### src/rtl/seq_det_pkg.sv
// seq_det_pkg: shared types and helpers for the serial pattern detector.
//   seq_state_e   detector FSM states (framed: ST_CMP/ST_ERR, sliding: ST_FILL/ST_WIN)
//   MODE_FRAMED / MODE_SLIDING   values of the run-time mode bit
//   idx_width()   width of a counter that must hold 0..n inclusive
package seq_det_pkg;

  typedef enum logic [1:0] {
    ST_CMP  = 2'd0,
    ST_ERR  = 2'd1,
    ST_FILL = 2'd2,
    ST_WIN  = 2'd3
  } seq_state_e;

  localparam logic MODE_FRAMED  = 1'b0;
  localparam logic MODE_SLIDING = 1'b1;

  function automatic int idx_width(input int n);
    return $clog2(n + 1);
  endfunction

endpackage

### src/rtl/seq_det_cfg.sv
// seq_det_cfg: run-time configuration registers of the pattern detector.
// Optional macro SEQ_DET_MASK_EN adds a don't-care mask register.
// Ports:
//   clk, rst_n      clock, async active-low reset
//   cfg_load        1-cycle load strobe
//   cfg_pattern     pattern to load (MSB first on the line)
//   cfg_mode        mode to load (0 framed, 1 sliding)
//   cfg_mask        mask to load (only with SEQ_DET_MASK_EN)
//   pat_r, mode_r   active pattern and mode
//   mask_r          active mask (only with SEQ_DET_MASK_EN)
//   restart         detection restart strobe, same cycle as cfg_load
//   restart_mode    mode that takes effect with the restart
module seq_det_cfg
  import seq_det_pkg::*;
#(
  parameter int                 SEQ_LEN = 6,
  parameter logic [SEQ_LEN-1:0] PATTERN = 6'b011100
) (
  input  logic               clk,
  input  logic               rst_n,
  input  logic               cfg_load,
  input  logic [SEQ_LEN-1:0] cfg_pattern,
  input  logic               cfg_mode,
`ifdef SEQ_DET_MASK_EN
  input  logic [SEQ_LEN-1:0] cfg_mask,
  output logic [SEQ_LEN-1:0] mask_r,
`endif
  output logic [SEQ_LEN-1:0] pat_r,
  output logic               mode_r,
  output logic               restart,
  output logic               restart_mode
);

  // The restart is combinational so the FSM reloads on the same edge as the
  // registers; the FSM picks its start state from the incoming mode.
  assign restart      = cfg_load;
  assign restart_mode = cfg_mode;

  always_ff @(posedge clk or negedge rst_n) begin
    if (!rst_n) begin
      pat_r  <= PATTERN;
      mode_r <= MODE_FRAMED;
`ifdef SEQ_DET_MASK_EN
      mask_r <= '1;
`endif
    end else if (cfg_load) begin
      pat_r  <= cfg_pattern;
      mode_r <= cfg_mode;
`ifdef SEQ_DET_MASK_EN
      mask_r <= cfg_mask;
`endif
    end
  end

endmodule

### src/rtl/seq_pattern_detect.sv
// seq_pattern_detect: parametrised serial pattern detector with framed
// (non-overlapping) and sliding (overlapping) modes.
// Optional macro SEQ_DET_MASK_EN adds cfg_mask (don't-care bits).
// Ports:
//   clk, rst_n     clock, async active-low reset
//   data_valid     data carries a valid serial bit
//   data           serial bit
//   cfg_load       load cfg_pattern/cfg_mode(/cfg_mask) and restart detection
//   cfg_pattern    new pattern, MSB received first
//   cfg_mode       0 framed, 1 sliding
//   cfg_mask       don't-care mask, 0 = ignore bit (only with SEQ_DET_MASK_EN)
//   match          1-cycle pulse: window equals pattern
//   not_match      1-cycle pulse: complete window differs
//   bit_idx        valid bits in current frame/fill, 0..SEQ_LEN
//
// state   | meaning
// ST_CMP  | framed: every bit of this frame so far matched
// ST_ERR  | framed: mismatch seen, waiting for the frame to end
// ST_FILL | sliding: window not yet full, no pulses
// ST_WIN  | sliding: window full, one pulse per valid bit
module seq_pattern_detect
  import seq_det_pkg::*;
#(
  parameter int                 SEQ_LEN = 6,
  parameter logic [SEQ_LEN-1:0] PATTERN = 6'b011100
) (
  input  logic                              clk,
  input  logic                              rst_n,
  input  logic                              data_valid,
  input  logic                              data,
  input  logic                              cfg_load,
  input  logic [SEQ_LEN-1:0]                cfg_pattern,
  input  logic                              cfg_mode,
`ifdef SEQ_DET_MASK_EN
  input  logic [SEQ_LEN-1:0]                cfg_mask,
`endif
  output logic                              match,
  output logic                              not_match,
  output logic [idx_width(SEQ_LEN)-1:0]     bit_idx
);

  localparam int IW = idx_width(SEQ_LEN);

  logic [SEQ_LEN-1:0] pat_r;
  logic [SEQ_LEN-1:0] mask_w;
  logic               mode_r;
  logic               restart;
  logic               restart_mode;

  seq_det_cfg #(
    .SEQ_LEN (SEQ_LEN),
    .PATTERN (PATTERN)
  ) u_cfg (
    .clk          (clk),
    .rst_n        (rst_n),
    .cfg_load     (cfg_load),
    .cfg_pattern  (cfg_pattern),
    .cfg_mode     (cfg_mode),
`ifdef SEQ_DET_MASK_EN
    .cfg_mask     (cfg_mask),
    .mask_r       (mask_w),
`endif
    .pat_r        (pat_r),
    .mode_r       (mode_r),
    .restart      (restart),
    .restart_mode (restart_mode)
  );

`ifndef SEQ_DET_MASK_EN
  assign mask_w = '1;
`endif

  seq_state_e         state_r;
  logic [IW-1:0]      bit_idx_r;
  logic [SEQ_LEN-1:0] win_r;

  logic [SEQ_LEN-1:0] pat_sh;
  logic [SEQ_LEN-1:0] msk_sh;
  logic [SEQ_LEN-1:0] win_next;
  logic               bit_ok;
  logic               win_ok;
  logic               last_bit;

  // Shifting left by bit_idx brings the pattern bit expected next to the
  // MSB, avoiding a variable index of mixed width.
  always_comb begin
    pat_sh   = pat_r  << bit_idx_r;
    msk_sh   = mask_w << bit_idx_r;
    bit_ok   = !msk_sh[SEQ_LEN-1] || (data == pat_sh[SEQ_LEN-1]);
    win_next = {win_r[SEQ_LEN-2:0], data};
    win_ok   = ((win_next ^ pat_r) & mask_w) == '0;
    last_bit = (bit_idx_r == IW'(SEQ_LEN - 1));
  end

  always_ff @(posedge clk or negedge rst_n) begin
    if (!rst_n) begin
      state_r   <= ST_CMP;
      bit_idx_r <= '0;
      win_r     <= '0;
      match     <= 1'b0;
      not_match <= 1'b0;
    end else begin
      match     <= 1'b0;
      not_match <= 1'b0;
      if (restart) begin
        bit_idx_r <= '0;
        win_r     <= '0;
        state_r   <= (restart_mode == MODE_SLIDING) ? ST_FILL : ST_CMP;
      end else if (data_valid) begin
        if (mode_r == MODE_SLIDING) begin
          win_r <= win_next;
          // The bit that fills the window is also the first one judged.
          if (state_r == ST_WIN || last_bit) begin
            match     <= win_ok;
            not_match <= !win_ok;
            bit_idx_r <= IW'(SEQ_LEN);
            state_r   <= ST_WIN;
          end else begin
            bit_idx_r <= bit_idx_r + IW'(1);
          end
        end else begin
          if (last_bit) begin
            bit_idx_r <= '0;
            state_r   <= ST_CMP;
            if (state_r == ST_CMP && bit_ok) match <= 1'b1;
            else                             not_match <= 1'b1;
          end else begin
            bit_idx_r <= bit_idx_r + IW'(1);
            if (!bit_ok) state_r <= ST_ERR;
          end
        end
      end
    end
  end

  assign bit_idx = bit_idx_r;

endmodule

### config.mk
export PLATFORM = sky130hd
export DESIGN_NAME = seq_pattern_detect
export DESIGN_NICKNAME = d
export VERILOG_FILES = /design/src/rtl/seq_det_pkg.sv /design/src/rtl/seq_det_cfg.sv /design/src/rtl/seq_pattern_detect.sv
export SDC_FILE = /design/constraint.sdc
export NUM_CORES = 1
export LEC_CHECK = 0
export CORE_MARGIN = 4
export CORE_UTILIZATION = 50
export CTS_BUF_LIST = sky130_fd_sc_hd__clkbuf_2
export CTS_CLUSTER_SIZE = 10
export DETAILED_ROUTE_END_ITERATION = 10
export GPL_ROUTABILITY_DRIVEN = 0
export PLACE_DENSITY = 0.75
export SLEW_MARGIN = 15
export SYNTH_ARGS = -nofsm -noshare
export SYNTH_HDL_FRONTEND = slang
export SYNTH_HIERARCHICAL = 1
export SYNTH_SLANG_ARGS = --single-unit
### constraint.sdc
create_clock -name clk -period 1.79 [get_ports clk]
set_input_delay 0.358 -clock clk [delete_from_list [all_inputs] [get_ports clk]]
set_output_delay 0.358 -clock clk [all_outputs]
set_load 0.01 [all_outputs]
==> results_dict.tcl, run 1 <==
set metrics [dict create \
    core_area_mm2 0.00200 \
    wl_per_cell_um 14.9 \
    ant_nets 0 \
    startpoint_type "register" \
    crit_path_max_incr_delay_ns 0.49 \
    syn_area_per_cell_um2 10.5 \
    crit_path_end "not_match" \
    cts-root-buf "clkbuf_2" \
    regToRegStartpoint "bit_idx[0]" \
    die_y_um 54.3 \
    synth-seq-cells 19 \
    grtUsageTotal_pct 17.9 \
    slowest_stage "mux4_2" \
    syn_inst 102 \
    seqCellArea_um2 479 \
    vias 828 \
    cts_tree "yes" \
    switching_share_pct 28.7 \
    ioPinCount 17 \
    die_w_um 54.3 \
    netlist_area_mm2 0.00107 \
    cts.clk_slew.worst_paths_ns 0.19 \
    status "completed" \
    rsz0062_at_grt "false" \
    grt_pass1_vias 849 \
    fmax_mhz 578 \
    synth_warnings 6 \
    arrival_ns 1.95 \
    h-tree-depth 1 \
    p_comb_share_pct 22.0 \
    cts_resized 0 \
    worst_pin_slew_ns 0.442 \
    p_clk_share_pct 21.3 \
    ir_drop_uv 380 \
    ys_seq_area_share_pct 44.8 \
    dr.pass1.iters 4 \
    power_leakage_nw 0.592 \
    numCtsBuffers 3 \
    critPathKind "register to register" \
    fin_crit_ns 1.73 \
    final_layout_size_suffix_gt1_share_pct 19.4 \
    dieArea_mm2 0.00294 \
    hp-class "primary input to asynchronous set/reset pin" \
    fillers 172 \
    cp_num_buf_inv 1 \
    syn_nets 116 \
    hold_viol 0 \
    fin_tns_setup_ns 0 \
    multi_input_area_um2 542 \
    critPathMaxFanout 4 \
    synth.distinct_cells 35 \
    synth-edff-count 0 \
    critical_path.top_delay_family "multiplexers" \
    pwr-share-seq_pct 56.7 \
    setup_violations 0 \
    slew_headroom_pct 70.6 \
    cts_sinks 19 \
    dp_hpwl_mm 1.69 \
    crit_chain "buf_4 -> mux4_2 -> xnor2_1 -> o22ai_1 -> a211o_1" \
    io_buffers 16 \
    start_util_pct 53.4 \
    nNetsFinal 139 \
    via_per_inst 5.48 \
    skew_ns 0.0128 \
    r2r_end "not_match" \
    p_per_area_mw_per_mm2 680 \
    cap_viol_max_count 0 \
    internal_power_mw 0.633 \
    async_reset_ff_share_pct 100 \
    crit_start "bit_idx[0]" \
    overflow 0 \
    critPathCaptureType "register" \
    drt-initial-drc-count 8 \
    grt_max_degree 20 \
    power.switching_mw 0.255 \
    antenna_found_initial 0 \
    grt_pass1_wl_mm 3.84 \
    cp.depth 5 \
    rows 16 \
    drc 0 \
    hold_ws_ns 0.350 \
    ys.flop_type "dfrtp_1" \
    worstRegToRegCells 5 \
    clock_latency_ns 0.30 \
    rrSetupSlack_ns 0.06 \
    antenna_cells 0 \
    drv_slew 0 \
    cp.required_ns 2.01 \
    finalCritPeriodShare_pct 96.7 \
    wirelength_mm 2.24 \
    area_delta_synth_final_pct 22.1 \
    clk_path_buf_depth 2 \
]
-- sequential cells by signal, indices dropped and copies added, names as in the netlist --
name	cells
bit_idx	3
match	1
not_match	1
state_r	2
u_cfg/mode_r	1
u_cfg/pat_r	6
win_r	5
-- stage by stage --
step                util, %  instance area (um^2)  cells  power, mW  setup slack [ns]
floorplan                 -                  1070    102      0.623            0.0849
global placement       63.9                  1280    146      0.696            0.0880
detailed placement     63.9                  1280    146      0.704            0.0571
CTS                    64.9                  1300    150      0.890            0.0298
global route           65.3                  1310    151      0.936           0.00962
finish                 65.3                  1310    151      0.889            0.0586
-- per-layer routing --
layer | track usage (%) | vias up | share of wire, %
met5 | 0 | - | 0
met4 | 4.98 | 0 | 0.31
met3 | 2.72 | 2 | 2.9
met2 | 31.9 | 11 | 52
met1 | 22.4 | 411 | 44
li1 | - | 404 | -
-- layout make-up --
class                      count  share of cell area, %
sequential                    19                   36.7
inverter                       3                  0.862
clock buffer                   4                   1.53
tap                           27                   2.59
multi-input combinational     74                   41.5
timing repair buffer          24                   16.9
-- how the worst min path moves through the flow --
stage                  start  depth (start not counted)  slack (ns)              to
floorplan              rst_n                          0        0.06      bit_idx[0]
global placement    win_r[4]                          2        0.52        win_r[4]
detailed placement  win_r[4]                          2        0.53        win_r[4]
CTS                    rst_n                          2        0.36  u_cfg/pat_r[0]
global route           rst_n                          2        0.35           match
finish                 rst_n                          2        0.35       not_match
-- Yosys cell counts, types with 2 or more instances --
cell,number,area share (%)
mux2_4,7,9.8
inv_1,3,1.1
dfstp_2,3,7.4
o21ai_0,3,1.4
and2_1,2,1.2
clkbuf_1,3,1.1
ha_1,2,2.3
nor2_1,4,1.4
xor2_1,7,5.7
nand2b_1,4,2.3
nand3_1,8,3.7
buf_4,2,1.4
o22ai_1,2,1.2
dfrtp_1,16,37
nand2_1,10,3.5
a21oi_1,7,3.3
-- cell families (layout without fill, tap and decap cells) --
logic type,Yosys count,after routing,share of synthesized area [%]
and+or+nand+nor,35,35,16.5
AOI/OAI and AO/OA,20,20,12.4
DFF,19,19,44.8
muxes,9,9,12.9
buffers and inverters,9,31,4.56
xor gates and xnor gates,8,8,6.55
adders and majority gates,2,2,2.34
-- power groups by stage --
stage / logic (mW) / clock network, mW / registers [mW]
3_3_place_gp: 0.186 / 0 / 0.510
6_report: 0.195 / 0.189 / 0.504
2_1_floorplan: 0.123 / 0 / 0.500
3_5_place_dp: 0.192 / 0 / 0.511
4_1_cts: 0.194 / 0.192 / 0.504
5_1_grt: 0.215 / 0.212 / 0.508
-- what timing repair did --
action                     CTS  global route
setup endpoints to repair    0             1
buffers inserted             0             1
hold buffers                 0             0
-- placed cells by master, fill, tap and decap left out, types with 2 or more instances in the layout --
cell type        count
o22ai_1              2
dfrtp_1             16
xor2_1               7
dfstp_2              3
inv_1                3
ha_1                 2
mux2_4               7
buf_4                8
clkdlybuf4s50_1     16
o21ai_0              3
nand2b_1             4
and2_1               2
clkbuf_2             4
nand3_1              8
nor2_1               4
a21oi_1              7
nand2_1             10
No activity file was read; power rests on OpenSTA's default activity.
==> run 2, diff against run 1 <==
Settings changed: CAP_MARGIN set to 20.
==> results of run 2 <==
Final layout, timing and power as in run 1 (identical DEF).
==> run 3, diff against run 2 <==
Settings changed: SLEW_MARGIN 15 to unset.
==> results of run 3 <==
Final layout, timing and power as in run 1 (identical DEF).
